## src/rtl/bist_pkg.sv

```systemverilog
// Shared types and March C- element tables for the SRAM BIST sequencer.
// Bit i of each table describes march element Mi.
package bist_pkg;

  typedef enum logic [1:0] {
    IDLE,
    RUN,
    FLUSH,
    DONE
  } state_t;

  typedef logic [2:0] elem_t;

  localparam int ELEMS = 6;

  // M3 and M4 walk the array downward.
  localparam logic [7:0] ELEM_DOWN = 8'b0001_1000;
  // M1..M4 issue a read then a write at each address.
  localparam logic [7:0] ELEM_TWO  = 8'b0001_1110;
  // First op of M1..M5 is a read; M0 is write-only.
  localparam logic [7:0] ELEM_RD   = 8'b0011_1110;
  // Background expected by each element's read.
  localparam logic [7:0] ELEM_RBG  = 8'b0001_0100;
  // Background written by each element's write.
  localparam logic [7:0] ELEM_WBG  = 8'b0000_1010;

  function automatic logic op_is_read(
    input elem_t e,
    input logic  o
  );
    return !o && ELEM_RD[e];
  endfunction

endpackage

```

## src/rtl/march_addr_gen.sv

```systemverilog
// Loadable up/down address counter for the march sequencer.
// last flags the terminal address for the current direction.
module march_addr_gen #(
  parameter int ADDR_W = 4
) (
  input  logic              clk,
  input  logic              rst,
  input  logic              load,
  input  logic [ADDR_W-1:0] load_val,
  input  logic              step,
  input  logic              down,
  output logic [ADDR_W-1:0] addr,
  output logic [ADDR_W-1:0] nxt,
  output logic              last
);

  localparam logic [ADDR_W-1:0] ONE = 1;

  // Next address: load wins over step, otherwise hold.
  always_comb begin
    nxt = addr;
    if (load)
      nxt = load_val;
    else if (step)
      nxt = down ? addr - ONE : addr + ONE;
  end

  // Address register.
  always_ff @(posedge clk) begin
    if (rst)
      addr <= '0;
    else
      addr <= nxt;
  end

  assign last = down ? (addr == '0) : (addr == '1);

endmodule

```

## src/rtl/march_sequencer.sv

```systemverilog
// March C- sequencer: drives the SRAM port, checks reads, reports first fail.
// Optional: define BIST_STOP_ON_FAIL_EN to end the test on the first mismatch.
module march_sequencer
  import bist_pkg::*;
#(
  parameter int ADDR_W = 4,
  parameter int DATA_W = 8
) (
  input  logic              clk,
  input  logic              rst,
  input  logic              start,
  output logic [ADDR_W-1:0] mem_addr,
  output logic [DATA_W-1:0] mem_wdata,
  output logic              mem_we,
  output logic              mem_re,
  input  logic [DATA_W-1:0] mem_rdata,
  output logic              busy,
  output logic              done,
  output logic              fail,
  output logic [ADDR_W-1:0] fail_addr,
  output logic [2:0]        fail_elem
);

  state_t state, state_nxt;
  elem_t  elem, elem_nxt, elem_inc;
  logic   op, op_nxt;
  logic   last_op, dir;

  logic              addr_ld, addr_step, addr_last;
  logic [ADDR_W-1:0] addr, addr_nxt, addr_ld_val;

  logic              cmp_valid;
  logic [DATA_W-1:0] cmp_exp;
  logic [ADDR_W-1:0] cmp_addr;
  elem_t             cmp_elem;
  logic              mismatch;

  logic issue, rd_nxt;

  march_addr_gen #(
    .ADDR_W(ADDR_W)
  ) u_addr (
    .clk      (clk),
    .rst      (rst),
    .load     (addr_ld),
    .load_val (addr_ld_val),
    .step     (addr_step),
    .down     (dir),
    .addr     (addr),
    .nxt      (addr_nxt),
    .last     (addr_last)
  );

  assign elem_inc = elem + 3'd1;
  assign dir      = ELEM_DOWN[elem];
  assign last_op  = ELEM_TWO[elem] ? op : 1'b1;
  assign mismatch = cmp_valid && (mem_rdata != cmp_exp);

  // Next march position and next FSM state.
  always_comb begin
    state_nxt   = state;
    elem_nxt    = elem;
    op_nxt      = op;
    addr_ld     = 1'b0;
    addr_ld_val = '0;
    addr_step   = 1'b0;
    unique case (state)
      IDLE: begin
        if (start) begin
          state_nxt = RUN;
          elem_nxt  = '0;
          op_nxt    = 1'b0;
          addr_ld   = 1'b1;
        end
      end
      RUN: begin
        if (!last_op) begin
          op_nxt = 1'b1;
        end else if (!addr_last) begin
          op_nxt    = 1'b0;
          addr_step = 1'b1;
        end else if (elem == elem_t'(ELEMS - 1)) begin
          state_nxt = FLUSH;
        end else begin
          elem_nxt    = elem_inc;
          op_nxt      = 1'b0;
          addr_ld     = 1'b1;
          addr_ld_val = {ADDR_W{ELEM_DOWN[elem_inc]}};
        end
      end
      FLUSH: state_nxt = DONE;
      DONE:  state_nxt = IDLE;
    endcase
`ifdef BIST_STOP_ON_FAIL_EN
    if (mismatch && (state == RUN || state == FLUSH))
      state_nxt = DONE;
`else
`endif
  end

  // Decode of the op that will be on the port next cycle.
  always_comb begin
    issue  = (state_nxt == RUN);
    rd_nxt = op_is_read(elem_nxt, op_nxt);
  end

  // FSM state, registered port outputs, compare pipe and fail capture.
  always_ff @(posedge clk) begin
    if (rst) begin
      state     <= IDLE;
      elem      <= '0;
      op        <= 1'b0;
      mem_addr  <= '0;
      mem_wdata <= '0;
      mem_we    <= 1'b0;
      mem_re    <= 1'b0;
      busy      <= 1'b0;
      done      <= 1'b0;
      fail      <= 1'b0;
      fail_addr <= '0;
      fail_elem <= '0;
      cmp_valid <= 1'b0;
      cmp_exp   <= '0;
      cmp_addr  <= '0;
      cmp_elem  <= '0;
    end else begin
      state     <= state_nxt;
      elem      <= elem_nxt;
      op        <= op_nxt;
      mem_re    <= issue && rd_nxt;
      mem_we    <= issue && !rd_nxt;
      mem_addr  <= issue ? addr_nxt : '0;
      mem_wdata <= (issue && !rd_nxt) ?
                   {DATA_W{ELEM_WBG[elem_nxt]}} : '0;
      busy      <= (state_nxt == RUN) || (state_nxt == FLUSH);
      done      <= (state_nxt == DONE);
      cmp_valid <= (state == RUN) && mem_re;
      cmp_exp   <= {DATA_W{ELEM_RBG[elem]}};
      cmp_addr  <= mem_addr;
      cmp_elem  <= elem;
      if (state == IDLE && start) begin
        fail      <= 1'b0;
        fail_addr <= '0;
        fail_elem <= '0;
      end else if (mismatch && !fail) begin
        fail      <= 1'b1;
        fail_addr <= cmp_addr;
        fail_elem <= cmp_elem;
      end
    end
  end

endmodule

```

## config.mk

```make
export PLATFORM = sky130hd
export DESIGN_NAME = march_sequencer
export DESIGN_NICKNAME = d
export VERILOG_FILES = /design/src/rtl/bist_pkg.sv /design/src/rtl/march_addr_gen.sv /design/src/rtl/march_sequencer.sv
export SDC_FILE = /design/constraint.sdc
export NUM_CORES = 1
export LEC_CHECK = 0
export CORE_MARGIN = 4
export CORE_UTILIZATION = 51
export DETAILED_ROUTE_END_ITERATION = 16
export PLACE_DENSITY = 0.75
export SKIP_LAST_GASP = 1
export SLEW_MARGIN = 30
export SYNTH_ARGS = -nofsm -noshare
export SYNTH_HDL_FRONTEND = slang
export SYNTH_SLANG_ARGS = --single-unit
```

## constraint.sdc

```tcl
create_clock -name clk -period 2.5 [get_ports clk]
set_input_delay 0.5 -clock clk [delete_from_list [all_inputs] [get_ports clk]]
set_output_delay 0.5 -clock clk [all_outputs]
set_load 0.02 [all_outputs]
```

==> metrics <==
prevailing post-synth register cell dfxtp_1; CTS tree done; clk_lat worst skew 0.34 ns; Slew @ Worst Pin 0.534 ns; Fin Setup TNS 0 ns; synthesized area 1770 µm²; clock sink total 38; routability-driven placement congestion ratio 0.827; Max clock buf depth 2; fin crit period 2.34 ns; die area 4470 µm²; n_diodes 0; register area share after synthesis 43.1%; Post-synth EDFFs 0; largest net degree at the start of global routing 26; Seq cells post-synth 38; DR vias/cell 5.14; reg2reg start u_addr.addr[0]; Hold Fails Final Rpt 0; asr flop ratio synth 0%; final worst setup slack 0.165 ns; number of global-route vias before repair 1360; P&R area growth vs syn 24.9%; routed len/inst 13.5 µm; total CTS buffers 5; CP top delay family simple AND/OR/NAND/NOR gates; post-synthesis cell count 185; max-cap viol count 0; Tot GR Track Use between 15 and 20%; DP Worst Slack a little under 0.04 ns; RSZ-0062 raised after global routing no; most frequent CP cell buf_4; combinational share of power roughly 8%; Synth Area per Inst between 9 and 10 µm²; Slew HR 64.3%; top-level I/O count 35; syn nets ~210; Starting Density roughly 53%; sequential group share of total power 55.0%; first-pass GRT wire length 6.02 mm; antenna-violating nets left 0; final setup skew 0.00243 ns; detailed placement HPWL 2.85 mm; drt initial violations between 70 and 80; Rows 21; # fillers 287; CP max stage delay about 0.52 ns; number of buffers inserted by port buffering 34; PwrDens 510 nW/µm²; fraction of post-synthesis cell area in the top cell type by area 43.1%; final setup fails 0; core area around 3300 µm²; Residual DRC 0; grt total ovfl 0; Worst VDD drop 0.264 mV; Critical Setup Path Class flip-flop to flip-flop; synth warn 0; Clock power frac 36.9%; Max Clk Rate 428 MHz; H-Tree Depth 2; vias roughly 1.4k; crit end category flip-flop; start point of the critical path u_addr.addr[0]; layout cells sized above 1 between 10% and 20%; CTS Hold Bufs 0; Hold Crit Class flip-flop to flip-flop; worst path required time ~2.8 ns; register area 761 µm²; Reg clk slew, reported paths between 0.1 and 0.15 ns; Internal 0.867 mW; Sw Share 23.0%; chip height 66.9 µm; Final Cycle Share 93.4%; CP cell instances or4b_4 -> mux2_4 -> buf_4 -> nor2_4 -> mux2i_1 -> buf_4 -> or3b_1 -> a21oi_1; Slowest-stage cell, CP or4b_4; CP startpoint kind flip-flop; Die W 66.9 µm; Slew Limit Fails 0; P_leak roughly 0.87 nW; Min-Delay Startpoint mem_addr[2]; clock root buffer clkbuf_4; switching power 0.259 mW; # nets final ~240; worst path bufs/invs 2; Synth cell types 42; status complete, no violations; DR pass1 iterations 4; Yosys top cell by area dfxtp_1; multi-input logic area approximately 890 µm²; WP data arrival 2.61 ns; initial antenna violation count 0; crit-path max FO 6; Total Wirelength 3.60 mm; top cells by area, synth dfxtp_1 (43%), ha_1 (7.1%), mux2i_1 (6.8%)
logic make-up after synthesis:
| group | count (synthesis) | share of synthesized area, % |
|---|---|---|
| adder cells (fa/ha/maj) | 11 | 8.22 |
| multiplexers | 14 | 8.29 |
| flip-flops | 38 | 43.1 |
| AND/OR/NAND/NOR | 72 | 22.5 |
| XOR/XNOR | 5 | 2.48 |
| buffers and inverters | 21 | 6.80 |
| AO/OA/AOI/OAI | 24 | 8.64 |
metal layers:
metal	vias to the layer above	GRT usage, %	part of all wire [%]
met5	-	0	0
met3	7	4.38	6.2
met2	38	32.7	51
li1	697	-	-
met1	626	19.8	41
met4	0	7.09	1.6
final cells by class:
| type | instances | share of cell area, % |
|---|---|---|
| Inverter | 8 | 1.36 |
| Sequential cell | 38 | 34.5 |
| Tap cell | 46 | 2.61 |
| Clock inverter | 3 | 2.04 |
| Timing Repair Buffer | 40 | 17.5 |
| Multi-Input combinational cell | 126 | 40.4 |
| Clock buffer | 5 | 1.70 |
stage by stage:
stage	hold WS [ns]	instances	power, mW	util (%)	area, µm²
after global placement	0.445	258	0.720	63.5	2120
after global routing	0.490	266	1.17	66.1	2210
after floorplan	0.437	185	0.683	-	1770
after detailed placement	0.458	258	0.724	63.5	2120
final	0.473	266	1.13	66.1	2210
after CTS	0.476	266	1.14	66.0	2200
layout by cell type, fill, tap and decap left out, types with 2 or more instances in the layout:
cell type,Yosys,final
a21oi_1,10,10
and3_2,2,2
buf_4,7,6
clkbuf_4,0,5
clkdlybuf4s50_1,0,34
clkinvlp_4,0,2
dfxtp_1,38,38
ha_1,10,10
inv_1,8,8
mux2i_1,12,12
nand2_1,2,2
nand2b_1,2,2
nand3_1,6,6
nor2_1,28,28
nor2b_1,8,8
nor3_1,7,6
nor3b_1,2,2
o21ai_0,2,2
o21ba_2,2,2
o22ai_1,4,4
or2b_1,2,2
or3_2,2,2
xnor2_1,5,5
registers in the layout (all words and copies together), names as in the netlist, 2 cells and up, named ones only:
name         flops
cmp_addr         4
u_addr.addr      4
cmp_elem         3
elem             3
state            2
fail_addr        4
mem_addr         4
fail_elem        3
power by group through the flow:
stage / Sequential [mW] / Combinational, mW / Clock [mW]
after CTS: 0.619 / 0.0920 / 0.427
final: 0.619 / 0.0918 / 0.415
after global routing: 0.621 / 0.0995 / 0.448
after floorplan: 0.635 / 0.0483 / 0
after global placement: 0.633 / 0.0878 / 0
after detailed placement: 0.633 / 0.0911 / 0
timing repair:
item / 4_1_cts / 5_1_grt
buffers inserted: 0 / 0
hold endpoints to repair: 0 / 0
endpoints found under the setup margin: 0 / 5
gates resized for setup: 0 / 1
worst paths after layout:
| check | endpoint | slack [ns] | cells after the start |
|---|---|---|---|
| hold reg to reg | cmp_addr[2] | 0.47 | 1 |
| setup reg to reg | dir | 0.16 | 8 |
| hold / removal | cmp_addr[2] | 0.47 | 1 |
| setup / recovery | dir | 0.16 | 8 |
cell usage after synthesis, types with 2 or more instances:
master and number:
o21ba_2 2, inv_1 8, buf_4 7, clkbuf_1 4
dfxtp_1 38, ha_1 10, nor3_1 7, mux2i_1 12
nand2b_1 2, nor2_1 28, xnor2_1 5, o21ai_0 2
nor2b_1 8, nand2_1 2, o22ai_1 4, nand3_1 6
or2b_1 2, or3_2 2, nor3b_1 2, a21oi_1 10
buf_6 2, and3_2 2
(Power assumes the default switching activity.)
==> patch, RTL diff (config.mk and constraints unchanged) <==
Build with the macro `BIST_STOP_ON_FAIL_EN` defined.
--- a/src/rtl/march_sequencer.sv
+++ b/src/rtl/march_sequencer.sv
@@ -1,5 +1,7 @@
 // March C- sequencer: drives the SRAM port, checks reads, reports first fail.
 // Optional: define BIST_STOP_ON_FAIL_EN to end the test on the first mismatch.
+`define BIST_STOP_ON_FAIL_EN
+
 module march_sequencer
   import bist_pkg::*;
 #(
Behaviour: no difference found for any inputs over 10 cycles, from zero or initial values and one cycle with rst high; that may be too few to reach the edited logic, so the function may still have changed.
==> patch against the original RTL <==
Combinational power grew 56%; hold slack lost 0.0066 ns; power grew 15%; worst setup slack lost 0.097 ns; non-clock buffer count grew 10; clock skew grew 0.0039 ns; synthesized area grew 6.9%; count of clock-buffer cells in the layout is the same; cell area grew 11%; sequential cell count is the same; sequential share of layout area shrank 3.4 points; routed wire length grew 20%; largest cell class unchanged.
==> patch: results (changes against the original RTL) <==
[cells_and_area]
layout-drive-gt1-share=0.176  ; +0.0485
final_nets=263  ; +9.1%
stdcell_count=285  ; +7.1%
fillers=271  ; -5.6%

[critical_path]
r2r_slack_ns=0.07  ; -0.10 ns
endpoint=mem_addr[3]
crit_arrival_ns=2.62  ; about the same
crit_path_max_fanout=5  ; -1

[yosys]
synthDistinctLibCells=47  ; +12%
synth_area_leaders=dfxtp_1, ha_1, mux2i_1
syn_inst=195  ; +5.4%

[place]
placed_cells=274  ; +6.2%
dpl-instance-area_sq_um=2300  ; +8.4%
gp_congestion=0.843  ; +2.0%

[routing]
vias=1531  ; +12%
drtIter0Drc=45  ; -41%
wirelength_um=4330  ; +20%

[global_route]
grt_usage=0.203  ; +0.0232
grt_pass1_wl_um=7060  ; +17%
grt_pass1_vias=1555  ; +14%
grt_max_degree=17  ; -35%

[status]
outcome=completed

[timing]
max_slew_margin=0.490  ; -0.153

[power]
power.leakage_nw=0.940  ; +7.7%
peakVddDrop_mv=0.282  ; +6.8%

[hold_path]
worstHoldStart=mem_addr[1]

patch: timing repair:
item,4_1_cts,5_1_grt
setup buffers,2,1
pin swaps,1,1
endpoints found under the setup margin,4,7
gates cloned,0,0
gates resized for setup,0,3
hold endpoints to repair,0,0
patch: cells by family (layout without fill, tap and decap cells):
| family | Yosys count | after routing | synth area share |
|---|---|---|---|
| buffers and inverters | 22 | 66 | 0.0616 |
| xor gates and xnor gates | 4 | 4 | 0.0186 |
| adders and majority gates | 14 | 14 | 0.0968 |
| and+or+nand+nor | 75 | 75 | 0.240 |
| DFF | 38 | 38 | 0.403 |
| muxes | 15 | 15 | 0.0901 |
| AOI/OAI and AO/OA | 27 | 27 | 0.0901 |
patch: final cells by class:
| type | instances | area [sq um] | area share |
|---|---|---|---|
| clock buffers | 5 | 68.8 | 0.0281 |
| clock inverters | 3 | 45.0 | 0.0184 |
| flip-flops and latches | 38 | 761 | 0.311 |
| repair buffers | 50 | 464 | 0.189 |
| inverters | 8 | 30.0 | 0.0123 |
| multi-input cells | 135 | 1020 | 0.418 |
| well taps | 46 | 57.6 | 0.0235 |
patch: stage by stage:
stage	total power, mW	hold WS [ns]	setup slack, ns	util
final	1.29	0.466	0.0679	0.712
after global routing	1.34	0.480	-0.0389	0.712
after CTS	1.29	0.470	0.000710	0.705
after detailed placement	0.767	0.457	-0.0741	0.667
after global placement	0.763	0.446	0.0501	0.667
after floorplan	0.707	0.441	0.136	-
patch: report_power, final:
group / leakage [nW] / internal (mW) / switching, mW
combinational: 0.583 / 0.0695 / 0.0736
clock: 0.0504 / 0.297 / 0.233
sequential: 0.307 / 0.615 / 0.00519
patch: routing by layer:
metal  global-route usage  up-vias  share of wire
met4               0.0973        0          0.030
li1                     -      746              -
met3               0.0502       14          0.061
met1                0.225      722           0.40
met2                0.360       49           0.50
met5                    0        -              0
